<file path="config.mk">
export PLATFORM = sky130hd
export DESIGN_NAME = uibi_arbiter
export DESIGN_NICKNAME = d
export VERILOG_FILES = /design/src/rtl/uibi_pkg.sv /design/src/rtl/uibi_rr_arb.sv /design/src/rtl/uibi_arbiter.sv
export SDC_FILE = /design/constraint.sdc
export NUM_CORES = 1
export LEC_CHECK = 0
export BUFFER_PORTS_ARGS = -buffer_cell sky130_fd_sc_hd__buf_4
export CAP_MARGIN = 30
export CORE_AREA = 2 2 237 239
export CTS_CLUSTER_SIZE = 16
export DETAILED_ROUTE_END_ITERATION = 8
export DIE_AREA = 0 0 239 241
export PLACE_DENSITY = 0.32
export SYNTH_ARGS = -nofsm -noshare
export SYNTH_HDL_FRONTEND = slang
export SYNTH_SLANG_ARGS = --single-unit
</file>
<file path="constraint.sdc">
create_clock -name clk -period 3.5 [get_ports clk]
set_clock_uncertainty 0.05 [all_clocks]
set_input_delay 0.525 -clock clk [delete_from_list [all_inputs] [get_ports clk]]
set_output_delay 0.525 -clock clk [all_outputs]
set_load 0.03 [all_outputs]
</file>
<file path="src/rtl/uibi_pkg.sv">
// Shared definitions for the UIBI bus arbiter: bus mode encodings and FSM states.
package uibi_pkg;

   localparam logic [2:0] MODE_FULL = 3'b111;
   localparam logic [2:0] MODE_HALF = 3'b011;
   localparam logic [2:0] MODE_QUAR = 3'b001;
   localparam logic [2:0] MODE_NULL = 3'b000;

   typedef enum logic {
      ST_IDLE = 1'b0,
      ST_BUSY = 1'b1
   } state_e;

endpackage

</file>
<file path="src/rtl/uibi_rr_arb.sv">
// Combinational round-robin picker: the first requester at or after rr_ptr wins.
module uibi_rr_arb
   import uibi_pkg::*;
#(
   parameter int N_MASTERS = 2
) (
   input  logic [N_MASTERS-1:0]         req,
   input  logic [$clog2(N_MASTERS)-1:0] rr_ptr,
   output logic [N_MASTERS-1:0]         grant,
   output logic [$clog2(N_MASTERS)-1:0] grant_idx
);

   localparam int IW = $clog2(N_MASTERS);

   int   idx;
   logic found;

   always_comb begin
      grant     = '0;
      grant_idx = '0;
      found     = 1'b0;
      idx       = 0;
      for (int off = 0; off < N_MASTERS; off++) begin
         idx = (int'(rr_ptr) + off) % N_MASTERS;
         if (!found && req[IW'(idx)]) begin
            found             = 1'b1;
            grant[IW'(idx)]   = 1'b1;
            grant_idx         = IW'(idx);
         end
      end
   end

endmodule

</file>
<file path="src/rtl/uibi_arbiter.sv">
// Multi-master / multi-slave UIBI bus arbiter with round-robin grant, address
// decode error and BUSY timeout. One transaction in flight at a time.
module uibi_arbiter
   import uibi_pkg::*;
#(
   parameter int XLEN        = 32,
   parameter int SLAVE_WIDTH = 4,
   parameter int N_MASTERS   = 2,
   parameter int N_SLAVES    = 4,
   parameter int TIMEOUT     = 255
) (
   input  logic                        clk,
   input  logic                        rst_n,
   input  logic [XLEN-1:0]             m_dat_i [N_MASTERS],
   output logic [XLEN-1:0]             m_dat_o [N_MASTERS],
   input  logic [XLEN-SLAVE_WIDTH-1:0] m_addr  [N_MASTERS],
   input  logic [SLAVE_WIDTH-1:0]      m_num   [N_MASTERS],
   input  logic [N_MASTERS-1:0]        m_req,
   input  logic [N_MASTERS-1:0]        m_wen,
   input  logic [2:0]                  m_mode  [N_MASTERS],
   output logic [N_MASTERS-1:0]        m_ready,
   output logic [N_MASTERS-1:0]        m_err,
   output logic [XLEN-1:0]             s_dat_o [N_SLAVES],
   input  logic [XLEN-1:0]             s_dat_i [N_SLAVES],
   output logic [XLEN-SLAVE_WIDTH-1:0] s_addr  [N_SLAVES],
   output logic [N_SLAVES-1:0]         s_req,
   output logic [N_SLAVES-1:0]         s_wen,
   output logic [2:0]                  s_mode  [N_SLAVES],
   input  logic [N_SLAVES-1:0]         s_ready,
   output state_e                      dbg_state
);

   localparam int IW = $clog2(N_MASTERS);
   localparam int CW = $clog2(TIMEOUT + 1);

   state_e               state_q, state_d;
   logic [IW-1:0]        grant_q, grant_d;
   logic [IW-1:0]        rr_ptr_q, rr_ptr_d;
   logic [CW-1:0]        cnt_q, cnt_d;

   logic [N_MASTERS-1:0] arb_grant;
   logic [IW-1:0]        arb_idx;
   logic [SLAVE_WIDTH-1:0] sel;
   logic                 sel_valid;
   logic                 done;

   uibi_rr_arb #(.N_MASTERS(N_MASTERS)) u_rr_arb (
      .req       (m_req),
      .rr_ptr    (rr_ptr_q),
      .grant     (arb_grant),
      .grant_idx (arb_idx)
   );

   assign dbg_state = state_q;

   always_comb begin
      state_d   = state_q;
      grant_d   = grant_q;
      rr_ptr_d  = rr_ptr_q;
      cnt_d     = cnt_q;
      done      = 1'b0;
      sel       = m_num[grant_q];
      sel_valid = (32'(sel) < N_SLAVES);
      m_ready   = '0;
      m_err     = '0;
      s_req     = '0;
      s_wen     = '0;
      for (int i = 0; i < N_MASTERS; i++) m_dat_o[i] = '0;
      for (int j = 0; j < N_SLAVES; j++) begin
         s_dat_o[j] = '0;
         s_addr[j]  = '0;
         s_mode[j]  = MODE_NULL;
      end

      unique case (state_q)
         ST_IDLE: begin
            if (|arb_grant) begin
               grant_d = arb_idx;
               cnt_d   = '0;
               state_d = ST_BUSY;
            end
         end
         ST_BUSY: begin
            cnt_d = cnt_q + CW'(1);
            if (!sel_valid) begin
               m_ready[grant_q] = 1'b1;
               m_err[grant_q]   = 1'b1;
               m_dat_o[grant_q] = '1;
               done             = 1'b1;
            end else begin
               for (int j = 0; j < N_SLAVES; j++) begin
                  if (SLAVE_WIDTH'(j) == sel) begin
                     s_req[j]   = 1'b1;
                     s_wen[j]   = m_wen[grant_q];
                     s_addr[j]  = m_addr[grant_q];
                     s_mode[j]  = m_mode[grant_q];
                     s_dat_o[j] = m_dat_i[grant_q];
                     if (s_ready[j]) begin
                        m_ready[grant_q] = 1'b1;
                        m_dat_o[grant_q] = s_dat_i[j];
                        done             = 1'b1;
                     end
                  end
               end
               // s_ready in the last allowed cycle still completes normally
               if (!done && cnt_q == CW'(TIMEOUT - 1)) begin
                  m_ready[grant_q] = 1'b1;
                  m_err[grant_q]   = 1'b1;
                  m_dat_o[grant_q] = '1;
                  done             = 1'b1;
               end
            end
            if (done) begin
               state_d  = ST_IDLE;
               rr_ptr_d = (grant_q == IW'(N_MASTERS - 1)) ? '0 : grant_q + IW'(1);
            end
         end
         default: state_d = ST_IDLE;
      endcase
   end

   always_ff @(posedge clk or negedge rst_n) begin
      if (!rst_n) begin
         state_q  <= ST_IDLE;
         grant_q  <= '0;
         rr_ptr_q <= '0;
         cnt_q    <= '0;
      end else begin
         state_q  <= state_d;
         grant_q  <= grant_d;
         rr_ptr_q <= rr_ptr_d;
         cnt_q    <= cnt_d;
      end
   end

endmodule

</file>
## Word level (Yosys, flattened, before mapping)

Cells that the tools add are included.

| storage, ports and cells | value |
|---|---|
| input port bits | 272 |
| output and inout port bits | 329 |
| word-level logic and storage cells | 166 |
| register bits after elaboration | 11 |

| cells by class | value |
|---|---|
| order comparisons | 9 |
| equal/unequal tests | 5 |
| reduce and logical (&&, ||, !) cells | 12 |
| add/subtract/negate cells | 3 |
| multiplexer cells | 124 |
| bitwise gates (word level) | 9 |

Operators with widths:

| cell | count |
|---|---|
| $mux 64 | 19 |
| $mux 128 | 2 |
| $mux 32 | 8 |
| $mux 112 | 2 |
| $mux 28 | 7 |
| $bwmux 64 | 3 |
| $and 64x64->64 | 1 |
| $or 64x64->64 | 1 |
| $mux 2 | 24 |
| $mux 1 | 36 |
| $demux 32 s1 | 1 |
| $mux 4 | 7 |
| $mux 12 | 2 |
| $mux 3 | 7 |
| $pmux 8 s2 | 1 |
| $or 2x2->2 | 5 |
| $add 8x1->8 const B | 1 |
| $eq 2x4->1 const A | 2 |
| $eq 8x8->1 const B | 1 |
| $mux 8 | 1 |
| $logic_and 1x1->1 | 6 |
| $lt 1x3->1 const B | 2 |
| $eq 1x4->1 const A | 1 |
| $logic_not 4->1 | 1 |
| 14 further kinds | 21 |

## Logic depth before layout (Yosys ltp)

| depth | value |
|---|---|
| depth in word-level cells | 29 |
| mapped depth | 9 |
| depth with buffers taken out | 7 |

## By module

A second synthesis with hierarchy kept.

| second synthesis, totals | value |
|---|---|
| cells, all modules | 773 |
| area total of the unflattened synthesis | 4488.1 um2 |

Modules (own cells, without submodules):

| module | seq. area each (um2) | cells each | instances | area an instance (um2) |
|---|---|---|---|---|
| uibi_arbiter | 275.3 | 769 | 1 | 4460.5 |
| uibi_rr_arb | 0.0 | 4 | 1 | 27.5 |

## Least setup slack after synthesis

OpenSTA, ideal clock, no wires.

| timing | value |
|---|---|
| kind | in2out |
| from | input port m_num[2] in the netlist's numbering |
| to | output port m_dat_o[63] in the netlist's numbering |
| arrival | 2.663 ns |
| setup slack | 0.262 ns |
| buffers on the path | 1 |
| stages | 5 |
| cell sequence | or4b_4 > a211oi_4 > buf_2 > a221oi_1 > o32ai_1 |

RTL lines:

| element | RTL line | source |
|---|---|---|
| start: declaration | uibi_arbiter.sv:17 | `input logic [SLAVE_WIDTH-1:0] m_num [N_MASTERS],` |
| end: declaration | uibi_arbiter.sv:15 | `output logic [XLEN-1:0] m_dat_o [N_MASTERS],` |

==> qor.yml <==
run_status:
  status: "complete, no violations"
global_route:
  grt_overflow: 0
  grt_pass1_vias: 7615
  grt_max_degree: 66
  grt_pass1_wl_um: 51800
  antenna_found_initial: 1
  grt_use_total_pct: 11.9
layout:
  stdcell_count: 1951
  finalNetCount: 1521
  syn2layout_area_growth_pct: 132
  final_cell_area_um2: 9800
  drive_above_1_share_pct: 52.5
routing:
  vias: 7608
  first_pass_iters: 6
  postRouteAntennaNets: 0
  finalWirelength_um: 37800
  drt_iter0_drc: 421
  drc_errors: 0
  viasPerCell: 3.90
  wire_per_inst_um: 19.4
cts:
  root_buffer: "clkbuf_16"
  cts.clk_slew.worst_paths_ps: 40
  htree_num_levels: 1
  cts_buffers: 3
  cts.path.max_buffers: 2
  tritoncts: "yes"
  insertion_delay_ps: 230
  post_cts_buffers: 0
  cts_sinks: 11
  cts-resized-gates: 0
  cts_hold_buffers: 0
worst_setup_path:
  worstPathCellList: "or4_4 -> a211oi_4 -> buf_12 -> a32oi_1 -> a211o_1 -> a31oi_1 -> buf_4"
  critPathLaunchType: "register"
  reg2reg_depth: 5
  worst_r2r_endpoint: "dbg_state"
  critical_path.max_stage_delay_ps: 590
  r2r_slack_ps: 1410
  r2r_start: "grant_q"
  cp.required_ps: 2920
  cp-end-kind: "primary output"
  path_class: "reg2out"
  critPathSlowestCell: "or4_4"
  crit_fanout: 29
  cp.arrival_ps: 2690
sta:
  finalHoldViolations: 0
  setup_ws_ps: 237
  fmax_mhz: 306
  worstMarginPinSlew_ps: 859
  slew_headroom_pct: 41.1
  finalCritPeriodShare_pct: 93.2
  rsz0062_at_grt: "no"
  finalCriticalPeriod_ps: 3260
  setup_tns_ps: 0
  setup_viol: 0
  slew_viol_final: 0
place:
  placed_cells: 1945
  gp_congestion: 0.779
  io_buffers: 599
  dpl_cell_area_um2: 9690
  dp_hpwl_um: 29900
  place_ws_ps: 278
synth:
  syn_area_um2: 4230
  yosysTopAreaCell: "nor2_1"
  synth_top_family_by_area: "compound AO/OA/AOI/OAI gates"
  synth_cells: 681
  synth_warnings: 0
  synth_top_area_share_pct: 24.3
  synthArstFlopShare_pct: 100
  synthesis.nets: 955
  synth.mux.area_fraction_pct: 17.6
  ys.flop_type: "dfrtp_1"
  synthXorXnorAreaFrac_pct: 0.207
  synth-compound-area-share_pct: 33.9
  yosysUniqueCellTypes: 54
  synth.most_common_cell: "nor2_1"
  yosys_register_bits: 11
  syn_avg_cell_area_um2: 6.20
  yosys.area_share.simple_pct: 32.7
  synth_edf_count: 0
  ys_seq_area_share_pct: 6.51
  synth.area.top_cells: "nor2_1, mux2i_1, dfrtp_1, a221o_1, a222oi_1"
  synthAdderAreaFrac_pct: 0.592
  synthTopCellsByCount: "nor2_1, mux2i_1, clkbuf_1"
floorplan:
  rows: 86
  die_y_um: 241
  initial_utilization_pct: 7.70
  coreArea_um2: 54900
  dieArea_um2: 57600
  num_io_pins: 601
  die_w_um: 239
power:
  ir_worst_vdd_v: 0.000128
  pwr-share-seq_pct: 9.5
  power.total_mw: 1.90
  p_per_area_nw_per_um2: 194
  power_leakage_nw: 4.95
  clockPowerShare_pct: 10.9
  combPwrFrac_pct: 79.6
  intPower_uw: 900
  p_sw_mw: 1.00
  p_sw_share_pct: 52.7
min_path:
  hold_class: "in2async"
run:
  maxCapViolations: 0
[state kept, by name (all words and copies together) (netlist names)]
register	flops
rr_ptr_q	1
cnt_q	8
grant_q	1
dbg_state	1
[per-layer routing]
layer	routed length [µm]	vias to the layer above	global-route usage, %
li1	-	3597	-
met3	2540	18	2.09
met5	0	-	0
met4	391	0	1.86
met2	20200	359	22.5
met1	14700	3634	14.1
[critical path, delay by kind of cell, from the launching register on]
| kind | cells | cell delay, ps |
|---|---|---|
| AOI/OAI and AO/OA | 4 | 880 |
| and+or+nand+nor | 1 | 590 |
| DFF | 1 | 540 |
| buffers and inverters | 2 | 420 |
[power groups by stage]
stage	Combinational, mW	Sequential (mW)	Clock, mW
final	1.51	0.182	0.207
after global routing	1.62	0.187	0.223
after CTS	1.54	0.182	0.212
after detailed placement	1.53	0.184	0
after global placement	1.54	0.183	0
after floorplan	0.728	0.185	0
[through the flow]
step | utilization (%) | hold slack, ps
final | 17.9 | 75.5
after global routing | 17.9 | 80.2
after CTS | 17.8 | 77.5
after detailed placement | 17.7 | 327
after global placement | 17.7 | 329
after floorplan | - | 179
[cells by family (layout without fill, tap and decap cells)]
| logic type | count (synthesis) | count (layout) |
|---|---|---|
| other cells | 0 | 1 |
| compound gates | 179 | 179 |
| xor+xnor | 1 | 1 |
| buf+inv | 81 | 646 |
| flops | 11 | 11 |
| simple gates | 333 | 333 |
| mux | 74 | 74 |
| fa+ha+maj | 2 | 2 |
[worst max path at each step]
stage | start | to | slack (ps) | cells after the start
2_1_floorplan | m_num[2] | m_dat_o[63] | 260 | 5
4_1_cts | grant_q | m_dat_o[39] | 190 | 7
5_1_grt | grant_q | m_dat_o[7] | 120 | 8
3_3_place_gp | m_num[2] | m_dat_o[39] | 270 | 8
3_5_place_dp | m_num[2] | m_dat_o[39] | 280 | 8
6_report | grant_q | m_dat_o[39] | 240 | 7
[layout make-up]
cell class	instances	area (µm²)
Sequential cell	11	279
Antenna cell	1	2.50
Clock buffer	4	78.8
Tap cell	704	881
Fill cell	6365	45100
Multi-Input combinational cell	589	3630
Timing Repair Buffer	632	4890
Inverter	10	37.5
[placed cells by master (no fill, tap or decap), types with 2 or more instances in the layout]
| cell type | count |
|---|---|
| a21o_1 | 28 |
| nand2b_1 | 5 |
| nand3_1 | 15 |
| a21oi_1 | 36 |
| nand3b_1 | 2 |
| a221o_1 | 26 |
| clkbuf_16 | 3 |
| dfrtp_1 | 10 |
| nand3_2 | 2 |
| and2_1 | 5 |
| a222oi_1 | 26 |
| ha_1 | 2 |
| a211oi_4 | 2 |
| o32ai_1 | 5 |
| o21ai_0 | 7 |
| nor3_1 | 5 |
| nand2_1 | 10 |
| o21a_1 | 2 |
| mux2i_1 | 72 |
| inv_1 | 10 |
| o31ai_1 | 5 |
| nor2_1 | 272 |
| buf_12 | 10 |
| mux2_2 | 2 |
| a22o_1 | 26 |
| nand4_1 | 4 |
| buf_4 | 621 |
| o21bai_1 | 3 |
| and3_1 | 2 |
(Power assumes the default switching activity.)
